===== src/rtl/rv32i_bus_arbiter_pkg.sv =====
// Shared types and constants for the two-master rv32i memory-port arbiter.
package rv32i_bus_arbiter_pkg;

  typedef enum logic [1:0] {
    ST_IDLE  = 2'd0,
    ST_ISSUE = 2'd1,
    ST_WAIT  = 2'd2,
    ST_ACK   = 2'd3
  } arb_state_e;

  localparam logic        MST_M0 = 1'b0;
  localparam logic        MST_M1 = 1'b1;
  localparam int unsigned LAT_W  = 3;

  // A lock owner that is still requesting shuts the other master out; otherwise rr_ptr breaks ties.
  function automatic logic pick_owner(input logic req0, input logic req1,
                                      input logic lock_vld, input logic lock_own,
                                      input logic rr_ptr);
    logic sel;
    if (lock_vld && ((lock_own == MST_M1) ? req1 : req0)) sel = lock_own;
    else if (req0 && req1)                                 sel = rr_ptr;
    else                                                   sel = req1 ? MST_M1 : MST_M0;
    return sel;
  endfunction

endpackage


===== src/rtl/rv32i_bus_arbiter.sv =====
// Round-robin arbiter sharing the single 16-bit memory port between rv32i_control (M0)
// and the loader/debug master (M1), with per-master lock and registered read return.
//
// state | meaning
// IDLE  | no owner; pick a requester and latch its fields
// ISSUE | one-cycle read/write strobe, illegal flag sampled
// WAIT  | read latency countdown, data captured on the last cycle
// ACK   | one-cycle completion pulse to the owner, lock/rr updated
module rv32i_bus_arbiter
  import rv32i_bus_arbiter_pkg::*;
#(
  parameter int unsigned XLEN         = 32,
  parameter int unsigned PORT_LEN     = 16,
  parameter int unsigned READ_LATENCY = 1
) (
  input  logic                clk_i,
  input  logic                reset_ni,
  input  logic                m0_req_i,
  input  logic                m0_we_i,
  input  logic                m0_lock_i,
  input  logic [XLEN-1:0]     m0_addr_i,
  input  logic [PORT_LEN-1:0] m0_wdata_i,
  input  logic [PORT_LEN-1:0] m0_wmask_i,
  output logic                m0_ack_o,
  output logic                m0_err_o,
  output logic [PORT_LEN-1:0] m0_rdata_o,
  input  logic                m1_req_i,
  input  logic                m1_we_i,
  input  logic                m1_lock_i,
  input  logic [XLEN-1:0]     m1_addr_i,
  input  logic [PORT_LEN-1:0] m1_wdata_i,
  input  logic [PORT_LEN-1:0] m1_wmask_i,
  output logic                m1_ack_o,
  output logic                m1_err_o,
  output logic [PORT_LEN-1:0] m1_rdata_o,
  output logic [XLEN-1:0]     mem_addr_o,
  output logic                mem_read_o,
  output logic                mem_write_o,
  output logic [PORT_LEN-1:0] mem_data_o,
  output logic [PORT_LEN-1:0] mem_mask_o,
  input  logic [PORT_LEN-1:0] mem_data_i,
  input  logic                mem_illegal_i,
  output logic [1:0]          grant_o
);

  arb_state_e          state_q, state_d;
  logic                owner_q, rr_q, lock_vld_q, lock_own_q, we_q, err_q;
  logic [XLEN-1:0]     addr_q;
  logic [PORT_LEN-1:0] wdata_q, wmask_q, m0_rdata_q, m1_rdata_q;
  logic [LAT_W-1:0]    cnt_q;
  logic                any_req, pick, lock_still_req, owner_lock;

  assign any_req        = m0_req_i | m1_req_i;
  assign lock_still_req = (lock_own_q == MST_M1) ? m1_req_i : m0_req_i;
  assign owner_lock     = (owner_q == MST_M1) ? m1_lock_i : m0_lock_i;
  assign pick           = pick_owner(m0_req_i, m1_req_i, lock_vld_q, lock_own_q, rr_q);

  always_ff @(posedge clk_i or negedge reset_ni) begin
    if (!reset_ni) state_q <= ST_IDLE;
    else           state_q <= state_d;
  end

  always_comb begin
    state_d     = state_q;
    mem_read_o  = 1'b0;
    mem_write_o = 1'b0;
    m0_ack_o    = 1'b0;
    m1_ack_o    = 1'b0;
    grant_o     = 2'b00;
    case (state_q)
      ST_IDLE:  if (any_req) state_d = ST_ISSUE;
      ST_ISSUE: begin
        mem_read_o  = ~we_q;
        mem_write_o = we_q;
        state_d     = we_q ? ST_ACK : ST_WAIT;
      end
      ST_WAIT:  if (cnt_q == LAT_W'(1)) state_d = ST_ACK;
      ST_ACK: begin
        m0_ack_o = (owner_q == MST_M0);
        m1_ack_o = (owner_q == MST_M1);
        state_d  = ST_IDLE;
      end
      default:  state_d = ST_IDLE;
    endcase
    if (state_q != ST_IDLE) grant_o = (owner_q == MST_M1) ? 2'b10 : 2'b01;
  end

  always_ff @(posedge clk_i or negedge reset_ni) begin
    if (!reset_ni) begin
      owner_q    <= MST_M0;
      rr_q       <= MST_M0;
      lock_vld_q <= 1'b0;
      lock_own_q <= MST_M0;
      we_q       <= 1'b0;
      err_q      <= 1'b0;
      addr_q     <= '0;
      wdata_q    <= '0;
      wmask_q    <= '0;
      cnt_q      <= '0;
      m0_rdata_q <= '0;
      m1_rdata_q <= '0;
    end else begin
      case (state_q)
        ST_IDLE: begin
          // Lock holder that stopped requesting gives the bus up; pick already ignores it.
          if (lock_vld_q && !lock_still_req) lock_vld_q <= 1'b0;
          if (any_req) begin
            owner_q <= pick;
            we_q    <= (pick == MST_M1) ? m1_we_i    : m0_we_i;
            addr_q  <= (pick == MST_M1) ? m1_addr_i  : m0_addr_i;
            wdata_q <= (pick == MST_M1) ? m1_wdata_i : m0_wdata_i;
            wmask_q <= (pick == MST_M1) ? m1_wmask_i : m0_wmask_i;
          end
        end
        ST_ISSUE: begin
          err_q <= mem_illegal_i;
          cnt_q <= LAT_W'(READ_LATENCY);
        end
        ST_WAIT: begin
          cnt_q <= cnt_q - LAT_W'(1);
          if (cnt_q == LAT_W'(1)) begin
            if (owner_q == MST_M1) m1_rdata_q <= err_q ? '0 : mem_data_i;
            else                   m0_rdata_q <= err_q ? '0 : mem_data_i;
          end
        end
        ST_ACK: begin
          if (owner_lock) begin
            lock_vld_q <= 1'b1;
            lock_own_q <= owner_q;
          end else begin
            lock_vld_q <= 1'b0;
            rr_q       <= ~owner_q;
          end
        end
        default: ;
      endcase
    end
  end

  assign mem_addr_o = addr_q;
  assign mem_data_o = wdata_q;
  assign mem_mask_o = wmask_q;
  assign m0_err_o   = m0_ack_o & err_q;
  assign m1_err_o   = m1_ack_o & err_q;
  assign m0_rdata_o = m0_rdata_q;
  assign m1_rdata_o = m1_rdata_q;

  // Owner must hold its request until the ack; a dropped request still completes.
  always @(posedge clk_i) begin
    if (reset_ni && (state_q == ST_ISSUE || state_q == ST_WAIT))
      assert ((owner_q == MST_M1) ? m1_req_i : m0_req_i);
  end

endmodule


===== config.mk =====
export PLATFORM = sky130hd
export DESIGN_NAME = rv32i_bus_arbiter
export DESIGN_NICKNAME = d
export VERILOG_FILES = /design/src/rtl/rv32i_bus_arbiter_pkg.sv /design/src/rtl/rv32i_bus_arbiter.sv
export SDC_FILE = /design/constraint.sdc
export NUM_CORES = 1
export LEC_CHECK = 0
export ABC_CLOCK_PERIOD_IN_PS = 2900
export CAP_MARGIN = 15
export CORE_MARGIN = 3
export CORE_UTILIZATION = 45
export CTS_CLUSTER_DIAMETER = 100
export DETAILED_ROUTE_END_ITERATION = 7
export HOLD_SLACK_MARGIN = 0.06
export PLACE_DENSITY = 0.95
export SYNTH_ARGS = -nofsm -noshare
export SYNTH_HDL_FRONTEND = slang
export SYNTH_SLANG_ARGS = --single-unit

===== constraint.sdc =====
create_clock -name clk_i -period 2.9 [get_ports clk_i]
set_input_delay 0.58 -clock clk_i [delete_from_list [all_inputs] [get_ports clk_i]]
set_output_delay 0.58 -clock clk_i [all_outputs]
set_load 0.05 [all_outputs]

==> results by group, run 1 <==
Yosys
  – Ys Warns: 0
  – Net Count, Synth: 743
  – Syn avg cell area: 9.52 um^2
  – Post-synthesis register bit count: 107
  – Register area share after synthesis: 0.483
  – Async set-reset flop share out of synthesis: 1.00
  – Synth cell types: 33
  – Top FF cell, synth: dfrtp_1
  – Post-synth EDFFs: 0
  – Synthesized cell area: 0.00555 mm^2
  – Mapped Cells: 583

Setup path
  – Reg2reg path depth: 5
  – R2R Setup Slk: 0.87 ns
  – WP data required: 2.32 ns
  – Arrival time worst endpoint: 2.14 ns
  – RR Endpoint: state_q[1]$_DFFE_PN0P_
  – CP Class: flop to output pin
  – Nature of the critical path startpoint: flop
  – R2r startpoint: state_q[0]$_DFFE_PN0P_
  – Critical path capture point type: output pin
  – Worst-path fanout max: 8

Layout
  – Final Non-Filler Cells: 938
  – Share of cells above drive strength 1: 0.0528
  – Total Nets Final: 950
  – Layout overhead on the synthesized area: 51.2%
  – Ant. Diodes: 0

STA
  – Setup Skew: 0.00704 ns
  – Final Hold Viols: 0
  – Fmax: 367 MHz
  – Tightest Pin Transition: 0.772 ns
  – Pins Over Slew Limit: 0
  – Setup TNS: 0 ns
  – RSZ-0062 raised after global routing: no
  – Final min period: 2.72 ns
  – Final period util: 0.939
  – Slew headroom: 0.486
  – Endpoints failing setup: 0

Job
  – Max-Cap Viols: 0

Clock network
  – Clk sink count: 107
  – CTS tree: yes
  – Longest Clk Path Bufs: 2
  – Clk slew on worst S/H paths: 0.07 ns
  – Clk root buf: clkbuf_16
  – Setup bufs post-CTS: 0
  – Max H-tree Level: 3
  – CTS Buf Count: 9
  – Worst skew pair latency: 0.34 ns

Route
  – Detail Route Antenna Nets: 0
  – DR vias/cell: 6.31
  – Vias: 5919
  – Residual DRC: 0
  – DRT iter0 DRCs: 768
  – Router iterations before antenna repair: 5
  – Final wirelength: 19.3 mm
  – Wire per inst: 20.6 um

Die
  – Core area: 0.0117 mm^2
  – Initial core utilization: 0.474
  – DIE HEIGHT: 117 um
  – Number of I/O pins: 257
  – Die width: 117 um
  – Full die area: 0.0137 mm^2
  – Std-Cell Rows: 39

Global route
  – Overall routing resource usage: 0.273
  – Largest net degree at the start of global routing: 72
  – Antenna violations before repair: 0
  – First-pass GRT wire length: 29.6 mm
  – Vias in the first global route: 5936
  – Grt ovf: 0

Power and ir drop
  – Gate power share: 0.625
  – Clk network pwr share: 0.114
  – Leakage: 3.45 nW
  – IR Drop Worst-Case VDD: 0.646 mV
  – Internal power: 0.00481 W
  – Pwr Density: 1220 mW/mm^2
  – Flop pwr share: 0.260
  – Net Sw Frac: 0.528
  – Sw Pwr: 0.00538 W

Placement
  – GP Congestion: 0.895
  – Post-DP HPWL: 13.0 mm
  – PortBufs: 256
  – Placed cells: 920

Min path
  – Tightest Hold Check Type: input pin to asynchronous set/reset pin

Status
  – Status: finished clean
metal layers:
layer  global-route usage  vias to the layer above  part of all wire
met4                0.109                        0             0.027
met3               0.0602                       43              0.10
met2                0.454                      401              0.49
li1                     -                     2636                 -
met5                    0                        -                 0
met1                0.347                     2839              0.38
metrics by stage:
step / hold slack [ns] / util / setup WS (ns) / power (W) / instance area [um^2]
6_report: 0.220 / 0.716 / 0.176 / 0.0102 / 8390
5_1_grt: 0.254 / 0.716 / 0.0476 / 0.0107 / 8390
4_1_cts: 0.233 / 0.713 / 0.125 / 0.0102 / 8340
3_5_place_dp: 0.481 / 0.689 / 0.342 / 0.00902 / 8070
3_3_place_gp: 0.466 / 0.689 / 0.425 / 0.00880 / 8070
2_1_floorplan: 0.284 / - / 0.300 / 0.00685 / 5550
sequential cells by signal, indices dropped and copies added (netlist names):
| register | count |
|---|---|
| owner_q | 1 |
| state_q | 2 |
| mem_data_o | 16 |
| lock_vld_q | 1 |
| err_q | 1 |
| lock_own_q | 1 |
| m1_rdata_o | 16 |
| we_q | 1 |
| mem_addr_o | 32 |
| rr_q | 1 |
| cnt_q | 3 |
| mem_mask_o | 16 |
| m0_rdata_o | 16 |
synthesized netlist by cell type, types with 7 or more instances:
cell       number  share of area
o21ai_0        20          0.018
nand2b_1       17          0.019
buf_2          22          0.020
nand2_1       100          0.068
dfrtp_1       107           0.48
o21ai_1        17          0.015
ha_1            7          0.016
buf_1          10         0.0068
o2111ai_1     130           0.21
inv_1           8         0.0054
clkbuf_1       36          0.024
nand3_1        65          0.059
area by class of cell:
type                            count  area (um^2)
Clock buffer                       13          250
Clock inverter                      3         22.5
Fill cell                         824         3320
Inverter                           10         37.5
Multi-Input combinational cell    391         2510
Sequential cell                   107         2680
Tap cell                          143          179
Timing Repair Buffer              271         2710
placed cells by master, fill, tap and decap left out, types with 2 or more instances in the layout:
cell type | synthesis | layout
a21oi_1 | 4 | 4
a22oi_1 | 2 | 2
and2_1 | 3 | 3
and3_1 | 2 | 2
buf_12 | 0 | 4
buf_2 | 22 | 2
buf_4 | 2 | 14
clkbuf_1 | 36 | 3
clkbuf_16 | 0 | 9
clkdlybuf4s50_1 | 0 | 249
dfrtp_1 | 107 | 107
ha_1 | 7 | 6
inv_1 | 8 | 8
inv_2 | 2 | 2
mux2_2 | 3 | 3
mux2i_1 | 4 | 3
nand2_1 | 100 | 100
nand2b_1 | 17 | 17
nand3_1 | 65 | 65
nor2_1 | 5 | 5
nor2b_1 | 2 | 2
o2111ai_1 | 130 | 130
o21ai_0 | 20 | 20
o21ai_1 | 17 | 17
critical path: stages, from the launching register on:
cell             delay [ns]
dfrtp_1                0.40
ha_1                   0.39
and3_1                 0.22
clkdlybuf4s50_1        0.80
power groups by stage:
stage               Combinational (W)  Sequential, W  Clock [W]
detailed placement            0.00636        0.00266          0
finish                        0.00638        0.00266    0.00116
floorplan                     0.00221        0.00464          0
global placement              0.00618        0.00262          0
global route                  0.00675        0.00273    0.00123
CTS                           0.00638        0.00264    0.00118
cell families after synthesis:
kind of cell | Yosys count | synth area share
AO/OA/AOI/OAI | 178 | 0.252
adder cells (fa/ha/maj) | 7 | 0.0158
buffers and inverters | 85 | 0.0706
flip-flops | 107 | 0.483
multiplexers | 8 | 0.0160
AND/OR/NAND/NOR | 198 | 0.163
timing repair:
item	CTS	global route
hold buffers	0	0
pin swaps	0	0
endpoints found under the setup margin	1	1
resized for setup	1	1
worst max path at each step:
stage | from | to | slack [ns]
2_1_floorplan | state_q[0]$_DFFE_PN0P_ | m0_err_o | 0.30
3_3_place_gp | state_q[0]$_DFFE_PN0P_ | m0_err_o | 0.42
3_5_place_dp | state_q[1]$_DFFE_PN0P_ | m0_err_o | 0.34
4_1_cts | state_q[1]$_DFFE_PN0P_ | m0_ack_o | 0.12
5_1_grt | state_q[1]$_DFFE_PN0P_ | m0_err_o | 0.05
6_report | state_q[1]$_DFFE_PN0P_ | m1_err_o | 0.18
(Power assumes the default switching activity.)
==> inputs of run 2 (changes only) <==
- CORE_UTILIZATION: 45 -> 64
- DONT_BUFFER_PORTS: not set -> 1
- GPL_TIMING_DRIVEN: not set -> 0
- PLACE_DENSITY: 0.95 -> 0.89
- SLEW_MARGIN: not set -> 20
==> results by group, run 2 (synthesized netlist as in run 1, its figures left out) <==
Die
  – Full die area: 0.00982 mm^2 (was 0.0137 mm^2)
  – DIE HEIGHT: 99.1 um (was 117 um)
  – Number of I/O pins: 257 (unchanged)
  – Initial core utilization: 0.668 (was 0.474)
  – Std-Cell Rows: 33 (was 39)
  – Core area: 0.00830 mm^2 (was 0.0117 mm^2)
  – Die width: 99.1 um (was 117 um)

Placement
  – Post-DP HPWL: 12.5 mm (was 13.0 mm)
  – Placed cells: 688 (was 920)
  – PortBufs: 0 (was 256)
  – GP Congestion: 0.882 (was 0.895)
  – Post-place setup slack: 0.0877 ns (was 0.342 ns)

Route
  – DRT iter0 DRCs: 343 (was 768)
  – Detail Route Antenna Nets: 0 (unchanged)
  – Router iterations before antenna repair: 4 (was 5)
  – Residual DRC: 0 (unchanged)
  – Met1 wire length: 6.24 mm (was 7.37 mm)
  – Vias: 5149 (was 5919)
  – Met2 WL post-DR: 8.54 mm (was 9.48 mm)
  – Met3 wire len: 1.92 mm (was 1.95 mm)
  – Wire per inst: 24.4 um (was 20.6 um)
  – DR vias/cell: 7.31 (was 6.31)
  – Final wirelength: 17.2 mm (was 19.3 mm)
  – Top sig layer: met4 (unchanged)

Global route
  – Antenna violations before repair: 0 (unchanged)
  – First-pass GRT wire length: 27.6 mm (was 29.6 mm)
  – Overall routing resource usage: 0.349 (was 0.273)
  – Vias in the first global route: 5226 (was 5936)
  – Grt ovf: 0 (unchanged)
  – Largest net degree at the start of global routing: 108 (was 72)

Layout
  – Most frequent cells in the layout: o2111ai_1, dfrtp_1, nand2_1 (was clkdlybuf4s50_1, o2111ai_1, dfrtp_1)
  – Layout overhead on the synthesized area: 6.47% (was 51.2%)
  – Share of cells above drive strength 1: 0.0952 (was 0.0528)
  – Final Core Density: 0.712 (was 0.716)
  – Commonest non-fill, non-tap cell in the layout: o2111ai_1 (was clkdlybuf4s50_1)
  – Number of flip-flops in the largest register: 32 (unchanged)
  – Total Nets Final: 754 (was 950)
  – Ant. Diodes: 0 (unchanged)
  – Final Non-Filler Cells: 704 (was 938)

Setup path
  – Arrival time worst endpoint: 2.15 ns (was 2.14 ns)
  – Max incr delay on CP: 0.42 ns (was 0.80 ns)
  – CP Class: flop to output pin (unchanged)
  – Crit path max-delay cell type: dfrtp_1 (was clkdlybuf4s50_1)
  – RR Endpoint: mem_addr_o[21]$_DFFE_PN0P_ (was state_q[1]$_DFFE_PN0P_)
  – R2r startpoint: state_q[0]$_DFFE_PN0P_ (unchanged)
  – CP bufs+invs: 4 (was 1)
  – R2R Setup Slk: 0.89 ns (was 0.87 ns)
  – Cell type group with the largest total delay on the critical path: buffers and inverters (unchanged)
  – WP data required: 2.32 ns (about the same)
  – Worst-path fanout max: 10 (was 8)
  – Critical path capture point type: output pin (unchanged)
  – Reg2reg path depth: 7 (was 5)
  – Nature of the critical path startpoint: flop (unchanged)
  – Most Frequent Cell on Critical Path: buf_4
  – Crit path cell chain: inv_1 > ha_1 > buf_4 > buf_4 > clkbuf_2 > nor2_4 (was ha_1 > and3_1 > clkdlybuf4s50_1)

STA
  – Setup TNS: 0 ns (unchanged)
  – Worst hold margin: -0.113 ns (was 0.220 ns)
  – Tightest Pin Transition: 0.954 ns (was 0.772 ns)
  – RSZ-0062 raised after global routing: no (unchanged)
  – Fmax: 366 MHz (was 367 MHz)
  – Pins Over Slew Limit: 0 (unchanged)
  – Slew headroom: 0.363 (was 0.486)
  – Final Hold Viols: 107 (was 0)
  – Setup ws final: 0.171 ns (was 0.176 ns)
  – Final period util: 0.941 (was 0.939)
  – Endpoints failing setup: 0 (unchanged)
  – Final min period: 2.73 ns (was 2.72 ns)
  – Setup Skew: 0.00991 ns (was 0.00704 ns)

Power and ir drop
  – Pwr Total: 0.00865 W (was 0.0102 W)
  – IR Drop Worst-Case VDD: 0.794 mV (was 0.646 mV)
  – Pwr Density: 1460 mW/mm^2 (was 1220 mW/mm^2)
  – Leakage: 2.51 nW (was 3.45 nW)

Clock network
  – Clk sink count: 107 (unchanged)
  – CTS Buf Count: 9 (unchanged)
  – Setup bufs post-CTS: 0 (unchanged)
  – CTS tree: yes (unchanged)
  – Max H-tree Level: 3 (unchanged)
  – Clk root buf: clkbuf_8 (was clkbuf_16)
  – Worst skew pair latency: 0.38 ns (was 0.34 ns)
  – Longest Clk Path Bufs: 2 (unchanged)
  – Clk slew on worst S/H paths: 0.11 ns (was 0.07 ns)

Min path
  – Tightest Hold Check Type: input pin to asynchronous set/reset pin (unchanged)

Job
  – Max-Cap Viols: 0 (unchanged)

Status
  – Status: finished with violations (was finished clean)
  – Violated checks: hold timing
[run 2: changes by cell type in the layout (fill, tap and decap cells not counted), moves of 8 or more]
| cell | change |
|---|---|
| clkdlybuf4s50_1 | -249 |
| buf_4 | -12 |
| buf_1 | +10 |
| clkbuf_1 | +32 |
| buf_2 | +20 |
| clkbuf_16 | -9 |
| clkbuf_8 | +8 |
[run 2: final cells by class]
class	instances	area, um^2
sequential	107	2680
multi-input combinational	391	2500
fill	635	2390
buffer	75	355
tap	105	131
clock buffer	9	124
clock inverter	7	83.8
inverter	10	37.5
[run 2: worst max path at each step]
stage	from	end	slack (ns)	cells past startpoint
global placement	state_q[0]$_DFFE_PN0P_	grant_o[0]	0.10	6
floorplan	state_q[0]$_DFFE_PN0P_	m0_err_o	0.30	5
CTS	state_q[0]$_DFFE_PN0P_	m0_err_o	0.09	5
detailed placement	state_q[0]$_DFFE_PN0P_	grant_o[0]	0.09	6
global route	state_q[0]$_DFFE_PN0P_	grant_o[0]	0.05	6
finish	state_q[0]$_DFFE_PN0P_	grant_o[0]	0.17	6
[run 2: timing repair]
item                       4_1_cts  5_1_grt
cloned                           0        0
setup endpoints to repair        3        1
hold endpoints to repair       107      107
gates resized for setup          6        1
[run 2: metrics by stage]
stage          area [um^2]  hold slack (ns)
2_1_floorplan         5550            0.284
3_3_place_gp          5680            0.287
3_5_place_dp          5680            0.287
4_1_cts               5900           -0.122
5_1_grt               5910           -0.134
6_report              5910           -0.113
[run 2: routing by layer]
metal / track usage / vias to the layer above
li1: - / 2259
met5: 0 / -
met2: 0.585 / 341
met4: 0.102 / 0
met1: 0.437 / 2495
met3: 0.111 / 54
[run 2: report_power, final]
part	internal, W	switching (W)	leakage [nW]
logic	0.000941	0.00197	1.06
clock network	0.000344	0.000580	0.103
registers	0.00213	0.00267	1.34
total	0.00342	0.00523	2.51
